### config.mk
export PLATFORM = sky130hd
export DESIGN_NAME = somador_serial_ctrl_flat
export DESIGN_NICKNAME = d
export VERILOG_FILES = /design/src/rtl/somador_serial_ctrl_if.sv /design/src/rtl/somador_serial_ctrl.sv /design/src/flat_wrapper.sv
export SDC_FILE = /design/constraint.sdc
export NUM_CORES = 1
export LEC_CHECK = 0
export ABC_AREA = 1
export CAP_MARGIN = 20
export CELL_PAD_IN_SITES_DETAIL_PLACEMENT = 2
export CELL_PAD_IN_SITES_GLOBAL_PLACEMENT = 2
export CORE_MARGIN = 5
export CORE_UTILIZATION = 33
export DETAILED_ROUTE_END_ITERATION = 7
export PLACE_DENSITY_LB_ADDON = 0.1
export SYNTH_ARGS = -nofsm -noshare
export SYNTH_HDL_FRONTEND = slang
export SYNTH_SLANG_ARGS = --single-unit
### constraint.sdc
create_clock -name clk -period 2.46 [get_ports clk]
set_clock_uncertainty 0.1 [all_clocks]
set_input_delay 0.615 -clock clk [delete_from_list [all_inputs] [get_ports clk]]
set_output_delay 0.615 -clock clk [all_outputs]
set_load 0.02 [all_outputs]
### src/rtl/somador_serial_ctrl_if.sv
// rtl/somador_serial_ctrl_if.sv - request/result bundle for the bit-serial adder
// Optional SOMADOR_SUB_EN adds the sub request bit.
interface somador_serial_ctrl_if #(
  parameter int WIDTH = 8
);
  logic             start;
  logic [WIDTH-1:0] a;
  logic [WIDTH-1:0] b;
  logic             cin;
`ifdef SOMADOR_SUB_EN
  logic             sub;
`endif
  logic             busy;
  logic             done;
  logic [WIDTH-1:0] soma;
  logic             cout;
  logic             ovf;

  modport master (
`ifdef SOMADOR_SUB_EN
    output sub,
`endif
    output start, a, b, cin,
    input  busy, done, soma, cout, ovf
  );

  modport slave (
`ifdef SOMADOR_SUB_EN
    input  sub,
`endif
    input  start, a, b, cin,
    output busy, done, soma, cout, ovf
  );
endinterface

### src/rtl/somador_serial_ctrl.sv
// rtl/somador_serial_ctrl.sv - bit-serial WIDTH-bit adder around one full-adder cell
// Define SOMADOR_SUB_EN to add subtraction (a - b) selected by bus.sub.
module somador_serial_ctrl #(
  parameter int WIDTH = 8
) (
  input  logic                 clk,
  input  logic                 rst,
  somador_serial_ctrl_if.slave bus
);
  localparam int CNT_W = $clog2(WIDTH) + 1;

  typedef enum logic [1:0] {
    IDLE  = 2'd0,
    SHIFT = 2'd1,
    DONE  = 2'd2
  } state_t;

  state_t           state;
  logic [WIDTH-1:0] op_a;
  logic [WIDTH-1:0] op_b;
  logic             carry;
  logic [CNT_W-1:0] cnt;

  logic             s_bit;
  logic             c_bit;
  logic             last_bit;
  logic [WIDTH-1:0] b_load;
  logic             c_load;

  assign s_bit    = op_a[0] ^ op_b[0] ^ carry;
  assign c_bit    = (op_a[0] & op_b[0]) | ((op_a[0] ^ op_b[0]) & carry);
  assign last_bit = (cnt == CNT_W'(WIDTH - 1));

`ifdef SOMADOR_SUB_EN
  // a - b computed as a + ~b + 1
  assign b_load = bus.sub ? ~bus.b : bus.b;
  assign c_load = bus.sub ? 1'b1 : bus.cin;
`else
  assign b_load = bus.b;
  assign c_load = bus.cin;
`endif

  // Sum bits enter op_a's vacated MSB, so op_a doubles as the result shift register.
  always_ff @(posedge clk or posedge rst) begin
    if (rst) begin
      state    <= IDLE;
      op_a     <= '0;
      op_b     <= '0;
      carry    <= 1'b0;
      cnt      <= '0;
      bus.busy <= 1'b0;
      bus.done <= 1'b0;
      bus.soma <= '0;
      bus.cout <= 1'b0;
      bus.ovf  <= 1'b0;
    end else begin
      case (state)
        IDLE: begin
          bus.done <= 1'b0;
          if (bus.start) begin
            op_a     <= bus.a;
            op_b     <= b_load;
            carry    <= c_load;
            cnt      <= '0;
            bus.busy <= 1'b1;
            state    <= SHIFT;
          end
        end
        SHIFT: begin
          op_a  <= {s_bit, op_a[WIDTH-1:1]};
          op_b  <= {1'b0, op_b[WIDTH-1:1]};
          carry <= c_bit;
          cnt   <= cnt + CNT_W'(1);
          if (last_bit) begin
            // carry here is the carry into the MSB
            bus.soma <= {s_bit, op_a[WIDTH-1:1]};
            bus.cout <= c_bit;
            bus.ovf  <= carry ^ c_bit;
            bus.busy <= 1'b0;
            bus.done <= 1'b1;
            state    <= DONE;
          end
        end
        DONE: begin
          bus.done <= 1'b0;
          state    <= IDLE;
        end
        default: begin
          bus.busy <= 1'b0;
          bus.done <= 1'b0;
          state    <= IDLE;
        end
      endcase
    end
  end
endmodule

### src/flat_wrapper.sv
// flat-port wrapper written by rule: the top's interface ports become plain ports
module somador_serial_ctrl_flat 
#(
  parameter int WIDTH = 8
)
  (clk, rst, bus_start, bus_a, bus_b, bus_cin, bus_busy, bus_done, bus_soma, bus_cout, bus_ovf);
  somador_serial_ctrl_if #(.WIDTH(WIDTH)) bus_i ();
  input  logic clk;
  input  logic rst;
  input wire logic [$bits(bus_i.start)-1:0] bus_start;
  input wire logic [$bits(bus_i.a)-1:0] bus_a;
  input wire logic [$bits(bus_i.b)-1:0] bus_b;
  input wire logic [$bits(bus_i.cin)-1:0] bus_cin;
  output wire logic [$bits(bus_i.busy)-1:0] bus_busy;
  output wire logic [$bits(bus_i.done)-1:0] bus_done;
  output wire logic [$bits(bus_i.soma)-1:0] bus_soma;
  output wire logic [$bits(bus_i.cout)-1:0] bus_cout;
  output wire logic [$bits(bus_i.ovf)-1:0] bus_ovf;
  assign bus_i.start = bus_start;
  assign bus_i.a = bus_a;
  assign bus_i.b = bus_b;
  assign bus_i.cin = bus_cin;
  assign bus_busy = bus_i.busy;
  assign bus_done = bus_i.done;
  assign bus_soma = bus_i.soma;
  assign bus_cout = bus_i.cout;
  assign bus_ovf = bus_i.ovf;
  somador_serial_ctrl #(.WIDTH(WIDTH)) u_core (.clk(clk), .rst(rst), .bus(bus_i));
endmodule
After elaboration in Yosys (flattened, before gate mapping)
Index checks and enable logic that the tools add are counted.
- reduce and logical (&&, ||, !) cells: 6
- bitwise operators: 7
- multiplexer cells: 16
- equal/unequal tests: 5
- $add $sub $neg: 1
- operators with widths (operator ; count):
    $pmux W8 S2 ; 2
    $mux W8 ; 2
    $pmux W4 S2 ; 1
    $reduce_and A2 Y1 ; 3
    $mux W1 ; 5
    $add A4 B1 Y4 const B ; 1
    $eq A4 B3 Y1 const B ; 1
    $mux W2 ; 2
    $mux W4 ; 1
    $pmux W2 S2 ; 1
    $pmux W1 S3 ; 1
    $reduce_and A3 Y1 ; 1
    $xor A1 B1 Y1 ; 3
    $and A1 B1 Y1 ; 2
    $eq A2 B1 Y1 const B ; 1
    $eq A2 B2 Y1 const B ; 1
    $logic_not A2 Y1 ; 1
    $ne A2 B1 Y1 const B ; 1
    $ne A2 B2 Y1 const B ; 1
    $pmux W1 S2 ; 1
    $reduce_bool A2 Y1 ; 1
    $not A1 Y1 ; 1
    $or A1 B1 Y1 ; 1
- register bits: 35
- output and inout port bits: 12
- word-level logic and storage cells: 45
- input port bits: 20

Logic depth before layout (Yosys ltp)
Gate-level depths: netlist (run 1).
- word-level depth: 4
- mapped depth: 7
- depth with buffers taken out: 6

Worst setup path before layout (run 1)
Ideal clock, no wire load.
- path type: register to register
- start point: reg u_core.carry
- end point: reg u_core.bus.ovf
- clock period less this slack: 1355 ps
- path slack: 1105 ps
- setup time: 116 ps
- stages on the path, launching flop included: 5
- buffers on the path: 0
- required time: 2244 ps
- arrival time: 1139 ps
- cells stage by stage: dfrtp_1 -> fa_1 -> xor2_1 -> nand2_2 -> nand2_1
- longest elaborated chain between the ends: 3
- RTL lines (what ; RTL line ; text):
    start, declared ; somador_serial_ctrl.sv:21 ; logic carry;
    start signal, assigned ; somador_serial_ctrl.sv:63 ; carry <= c_load;
    start signal, assigned ; somador_serial_ctrl.sv:72 ; carry <= c_bit;
    $and A1 B1 Y1 ; somador_serial_ctrl.sv:31 ; assign c_bit = (op_a[0] & op_b[0]) | ((op_a[0] ^ op_b[0]) & carry);
    $or A1 B1 Y1 ; somador_serial_ctrl.sv:31 ;
    net u_core.c_bit ; somador_serial_ctrl.sv:25 ; logic c_bit;
    $xor A1 B1 Y1 ; somador_serial_ctrl.sv:78 ; bus.ovf <= carry ^ c_bit;
    end signal, assigned ; somador_serial_ctrl.sv:78 ;
    end, declared ; somador_serial_ctrl_if.sv:32 ; output busy, done, soma, cout, ovf
The timed path passes the listed nets, and every way through them passes these cells.
A chain may end at the register's enable or synchronous reset.

Worst setup path in the final report (run 1)
- start point: reg u_core.bus.cout
- end point: out bus_cout
- RTL lines (what ; RTL line ; text):
    start, declared ; somador_serial_ctrl_if.sv:32 ;
    start signal, assigned ; somador_serial_ctrl.sv:77 ; bus.cout <= c_bit;
    end, declared ; flat_wrapper.sv:17 ; output wire logic [$bits(bus_i.cout)-1:0] bus_cout;
No word-level cell between the ends.

==> results.ini, run 1 <==
[floorplan]
io_pins=32
die-area_um2=6490
rows=25
die_h_um=80.6
core_area_um2=4790
die_x_um=80.6
initial_core_util_pct=34.3

[place]
place_ws_ns=0.626
portBuffers=31
gp_congestion=0.686
hpwlAfterDp_um=2950

[critical_path]
crit_required_ns=1.75
rr_worst_depth=6
startpoint=u_core.bus.cout$_DFFE_PP0P_
crit-reg2reg-capture=u_core.bus.cout$_DFFE_PP0P_
path_delay_family=buffers and inverters
reg2reg_from=u_core.state[1]$_DFFE_PP0P_
crit_cells=1
cp.arrival_ns=1.26
cp_max_fo=2
crit_chain=clkdlybuf4s50_1
cp_num_buf_inv=1
crit_path_start_kind=register
worstSetupEndpoint=bus_cout
critPathMaxStageDelay_ns=0.61
crit_slowest_cell=clkdlybuf4s50_1
endpoint_kind=primary output
worst-setup-path-type=reg2out
rrSetupSlack_ns=0.86

[timing]
worst_slew_pin_slew_ns=0.514
period_needed_ns=1.98
slew_headroom_pct=65.7
setup_tns_ns=0
fin_ws_ns=0.482
hold_viol=0
period_share_pct=80.4
slew_viol_final=0
rsz0062_at_grt=no
fmax_mhz=506
holdWs_ns=0.382
finalSetupViolations=0

[cts]
cts_setup_buffers=0
cts-htree-levels=2
tritoncts=done
ctsResizeCount=0
cts_buffers=5
path_clk_slew_ns=0.07
cts_hold_buf=0
cts.sinks=35
clockRootBuffer=clkbuf_8
clockBufferDepth=2
clkLatencyLatePin_ns=0.28

[pwr]
power_frac_comb_pct=42.6
p_total_mw=2.47
ir_worst_vdd_mv=0.457
clockPowerShare_pct=16.3
powerDensity_nw_per_um2=1190
p_leak_nw=1.02
intPower_mw=1.46
seqPwrFrac_pct=41.1
p_sw_mw=1.01
p_sw_share_pct=40.8

[logic_synthesis]
synthSimpleGateAreaFrac_pct=37.5
synth_top_family_by_area=simple AND/OR/NAND/NOR gates
synth_area_um2=1640
syn-num-nets=203
synth_top_area_cell=dfrtp_1
synthCells=181
ys_top_cells_by_area=dfrtp_1 (53%), nand2_1 (15%), nand3_1 (9.4%)
synth_mux_area_share_pct=0
yosysMostFrequentCell=nand2_1
async_flop_share_pct=100
ys.warnings.count=0
syn_area_per_cell_um2=9.08
synth-xor-area-share_pct=0.533
ys.flop_type=dfrtp_1
synth_top_area_share_pct=53.3
netlist_top_cells_count=nand2_1 (64), dfrtp_1 (35), nand3_1 (31)
synth_fa_ha_area_share_pct=1.98
yosysUniqueCellTypes=21
synth_compound_area_share_pct=0.914
synth-seq-cells=35
ys_seq_area_share_pct=53.3
synth_edf_count=0

[routing]
ant_nets=0
drtIter0Drc=38
vias_per_cell=4.73
finalWirelength_um=4280
first_pass_iters=4
post-route-drc-count=0
vias=1330
detail_route.wl_per_cell_um=15.2

[final_layout]
syn2layout_area_growth_pct=25.9
drive_gt1_share_pct=17.3
antenna_cells=0
final_nets=235

[grt]
grt_overflow=0
met1_usage_pct=18.6
grt_max_degree=36
grt_usage_pct=15.2
top_usage_layer=met2
antenna_found_initial=0
grt_pass1_vias=1499
use_met3_pct=4.48
use_met2_pct=24.8
grt_pass1_wl_um=7300

[run]
maxCapViolations=0

[run_status]
status=finished, final reports clean

[worst_hold_path]
min_path_type=reg2reg

==> flip-flops by register name, summed over array words and instances, names as in the netlist <==
name	count
u_core.bus.soma	8
u_core.op_a	8
u_core.op_b	8
u_core.cnt	4
u_core.state	2
u_core.bus.busy	1
u_core.bus.cout	1
u_core.bus.done	1
u_core.bus.ovf	1
u_core.carry	1
==> placed cells by master, fill, tap and decap left out, drive strengths merged <==
| cell type | Yosys | final |
|---|---|---|
| clkdlybuf4s50 | 0 | 31 |
| nand4 | 1 | 1 |
| nor2 | 6 | 6 |
| fa | 1 | 1 |
| buf | 8 | 2 |
| xor2 | 1 | 1 |
| clkbuf | 0 | 7 |
| ha | 1 | 1 |
| inv | 7 | 7 |
| o21ai | 3 | 3 |
| nand3 | 40 | 40 |
| clkinv | 0 | 1 |
| dfrtp | 35 | 35 |
| nand2 | 78 | 78 |
==> layer usage <==
| layer | part of all wire [%] | wire [µm] |
|---|---|---|
| met1 | 44 | 1880 |
| met4 | 1.7 | 72 |
| met2 | 49 | 2110 |
| met5 | 0 | 0 |
| met3 | 5.2 | 224 |
==> per-stage QoR <==
step                cell area (µm²)  instances  util [%]
finish                         2070        281      43.2
global route                   2070        281      43.2
CTS                            2070        281      43.2
detailed placement             1990        273      41.5
global placement               1990        273      41.5
floorplan                      1640        181         -
==> logic make-up after synthesis <==
| group | count (synthesis) |
|---|---|
| AND/OR/NAND/NOR | 125 |
| flip-flops | 35 |
| buffers and inverters | 15 |
| AO/OA/AOI/OAI | 3 |
| adder cells (fa/ha/maj) | 2 |
| XOR/XNOR | 1 |
==> area by class of cell <==
cell class	count	area, µm²
timing repair buffer	33	325
inverter	7	28.8
sequential	35	876
clock inverter	1	5.00
multi-input combinational	131	673
clock buffer	7	76.3
fill	529	2720
tap	67	83.8
==> worst min path at each step <==
| stage | start | end | cells past startpoint |
|---|---|---|---|
| 4_1_cts | u_core.bus.soma[5]$_DFFE_PP0P_ | u_core.bus.soma[5]$_DFFE_PP0P_ | 2 |
| 3_5_place_dp | u_core.bus.soma[5]$_DFFE_PP0P_ | u_core.bus.soma[5]$_DFFE_PP0P_ | 2 |
| 3_3_place_gp | u_core.bus.soma[3]$_DFFE_PP0P_ | u_core.bus.soma[3]$_DFFE_PP0P_ | 2 |
| 5_1_grt | u_core.bus.soma[4]$_DFFE_PP0P_ | u_core.bus.soma[4]$_DFFE_PP0P_ | 2 |
| 2_1_floorplan | u_core.op_a[1]$_DFFE_PP0P_ | u_core.bus.soma[0]$_DFFE_PP0P_ | 2 |
| 6_report | u_core.bus.soma[4]$_DFFE_PP0P_ | u_core.bus.soma[4]$_DFFE_PP0P_ | 2 |
==> power by group through the flow <==
stage	Sequential (mW)	Combinational, mW	Clock, mW
6_report	1.02	1.05	0.402
2_1_floorplan	1.10	0.634	0
4_1_cts	1.02	1.09	0.429
3_3_place_gp	1.01	1.03	0
3_5_place_dp	1.03	1.09	0
5_1_grt	1.05	1.18	0.454
No activity file was read; power rests on OpenSTA's default activity.
==> run 2: changes to the inputs <==
CORE_UTILIZATION = 28   (was 33)
clock period = 1.8 ns   (was 2.46 ns; I/O delays follow)
==> results.ini, run 2 (synthesis gave the netlist of run 1 again) <==
[run_status]
status=finished, final reports clean  ; unchanged

[grt]
grt_pass1_wl_um=7420  ; was 7300 µm
grt_max_degree=36  ; unchanged
grt_overflow=0  ; unchanged
grt_usage_pct=12.7  ; was 15.2%
antenna_found_initial=0  ; unchanged
use_met2_pct=21.4  ; was 24.8%
met1_usage_pct=16.0  ; was 18.6%
grt_pass1_vias=1541  ; was 1499
use_met3_pct=3.61  ; was 4.48%
top_usage_layer=met2  ; unchanged

[critical_path]
crit_path_start_kind=register  ; unchanged
critPathMaxStageDelay_ns=0.39  ; was 0.61 ns
cp_max_fo=2  ; unchanged
path_delay_family=flip-flops  ; was buffers and inverters
crit_chain=dlygate4sd2_1  ; was clkdlybuf4s50_1
crit_required_ns=1.25  ; was 1.75 ns
crit_slowest_cell=dfrtp_1  ; was clkdlybuf4s50_1
cp.arrival_ns=0.99  ; was 1.26 ns
worst-setup-path-type=reg2out  ; unchanged
cp_num_buf_inv=1  ; unchanged
rr_worst_depth=6  ; unchanged
crit_cells=1  ; unchanged
endpoint_kind=primary output  ; unchanged

[routing]
vias_per_cell=4.57  ; was 4.73
first_pass_iters=4  ; unchanged
ant_nets=0  ; unchanged
finalWirelength_um=4250  ; was 4280 µm
detail_route.wl_per_cell_um=14.7  ; was 15.2 µm
drtIter0Drc=23  ; was 38
post-route-drc-count=0  ; unchanged
vias=1322  ; was 1330

[place]
hpwlAfterDp_um=3030  ; was 2950 µm
gp_congestion=0.710  ; was 0.686
portBuffers=31  ; unchanged

[pwr]
powerDensity_nw_per_um2=1580  ; was 1190 nW/µm²
p_leak_nw=1.10  ; was 1.02 nW
ir_worst_vdd_mv=0.722  ; was 0.457 mV

[run]
maxCapViolations=0  ; unchanged

[final_layout]
antenna_cells=0  ; unchanged
layout_common_cells=nand2_1 (64), dfrtp_1 (35), nand3_1 (31)  ; was nand2_1 (64), dfrtp_1 (35), nand3_1 (31), clkdlybuf4s50_1 (31), nand2_2 (12)
drive_gt1_share_pct=18.4  ; was 17.3%
syn2layout_area_growth_pct=29.2  ; was 25.9%
final_nets=238  ; was 235
final_common_cell=nand2_1  ; unchanged
top_regs=u_core.bus.soma x8, u_core.op_a x8, u_core.op_b x8  ; unchanged

[floorplan]
die-area_um2=7500  ; was 6490 µm²
core_area_um2=5610  ; was 4790 µm²
die_h_um=86.6  ; was 80.6 µm
io_pins=32  ; unchanged
rows=27  ; was 25
die_x_um=86.6  ; was 80.6 µm
initial_core_util_pct=29.3  ; was 34.3%

[timing]
hold_viol=0  ; unchanged
slew_viol_final=0  ; unchanged
holdWs_ns=0.378  ; was 0.382 ns
worst_slew_pin_slew_ns=0.251  ; was 0.514 ns
setup_tns_ns=0  ; unchanged
finalSetupViolations=0  ; unchanged
rsz0062_at_grt=no  ; unchanged
period_share_pct=85.4
slew_headroom_pct=83.3  ; was 65.7%
fmax_mhz=650
period_needed_ns=1.54

[worst_hold_path]
min_path_type=reg2reg  ; unchanged
hold-path-cell-count=2  ; unchanged

[cts]
cts.sinks=35  ; unchanged
cts_setup_buffers=0  ; unchanged
clockRootBuffer=clkbuf_8  ; unchanged
cts_buffers=5  ; unchanged
clkLatencyLatePin_ns=0.28  ; about the same
ctsResizeCount=8  ; was 0
path_clk_slew_ns=0.07  ; about the same
clockBufferDepth=2  ; unchanged
cts_hold_buf=0  ; unchanged
cts-htree-levels=2  ; unchanged
tritoncts=done  ; unchanged

==> run 2: where the power goes <==
| part | internal [mW] | total (mW) | switching (mW) |
|---|---|---|---|
| combinational | 0.571 | 1.42 | 0.844 |
| sequential | 1.13 | 1.39 | 0.253 |
| clock | 0.272 | 0.550 | 0.278 |
| total | 1.98 | 3.35 | 1.37 |
==> run 2: path summary, 6_finish.rpt <==
kind | from | to | slack [ns]
max | u_core.bus.soma[1]$_DFFE_PP0P_ | bus_soma[1] | 0.26
min | u_core.bus.soma[4]$_DFFE_PP0P_ | u_core.bus.soma[4]$_DFFE_PP0P_ | 0.38
max reg2reg | u_core.cnt[0]$_DFFE_PP0P_ | u_core.bus.soma[3]$_DFFE_PP0P_ | 0.29
min reg2reg | u_core.bus.soma[4]$_DFFE_PP0P_ | u_core.bus.soma[4]$_DFFE_PP0P_ | 0.38
max in group asynchronous | rst | u_core.op_b[6]$_DFFE_PP0P_ | 0.98
min in group asynchronous | rst | u_core.bus.soma[3]$_DFFE_PP0P_ | 0.43
==> run 2: final cells by class <==
| class | instances | area (µm²) |
|---|---|---|
| Inverter | 7 | 28.8 |
| Fill cell | 651 | 3490 |
| Clock inverter | 1 | 5.00 |
| Multi-Input combinational cell | 131 | 673 |
| Tap cell | 72 | 90.1 |
| Sequential cell | 35 | 876 |
| Clock buffer | 7 | 76.3 |
| Timing Repair Buffer | 36 | 373 |
==> run 2: metrics by stage <==
| step | util, % | setup slack (ns) | cell area [µm²] | power (mW) | instances |
|---|---|---|---|---|---|
| 5_1_grt | 37.8 | 0.118 | 2120 | 3.65 | 289 |
| 6_report | 37.8 | 0.262 | 2120 | 3.35 | 289 |
| 3_5_place_dp | 36.4 | 0.160 | 2040 | 2.94 | 281 |
| 3_3_place_gp | 36.4 | 0.198 | 2040 | 2.85 | 281 |
| 2_1_floorplan | - | 0.445 | 1640 | 2.37 | 181 |
| 4_1_cts | 37.7 | 0.0000751 | 2110 | 3.45 | 289 |
==> run 2: metal layers <==
layer,up-vias,share of wire (%)
met5,-,0
met4,0,0.59
met3,2,3.0
met2,18,51
met1,653,45
li1,649,-
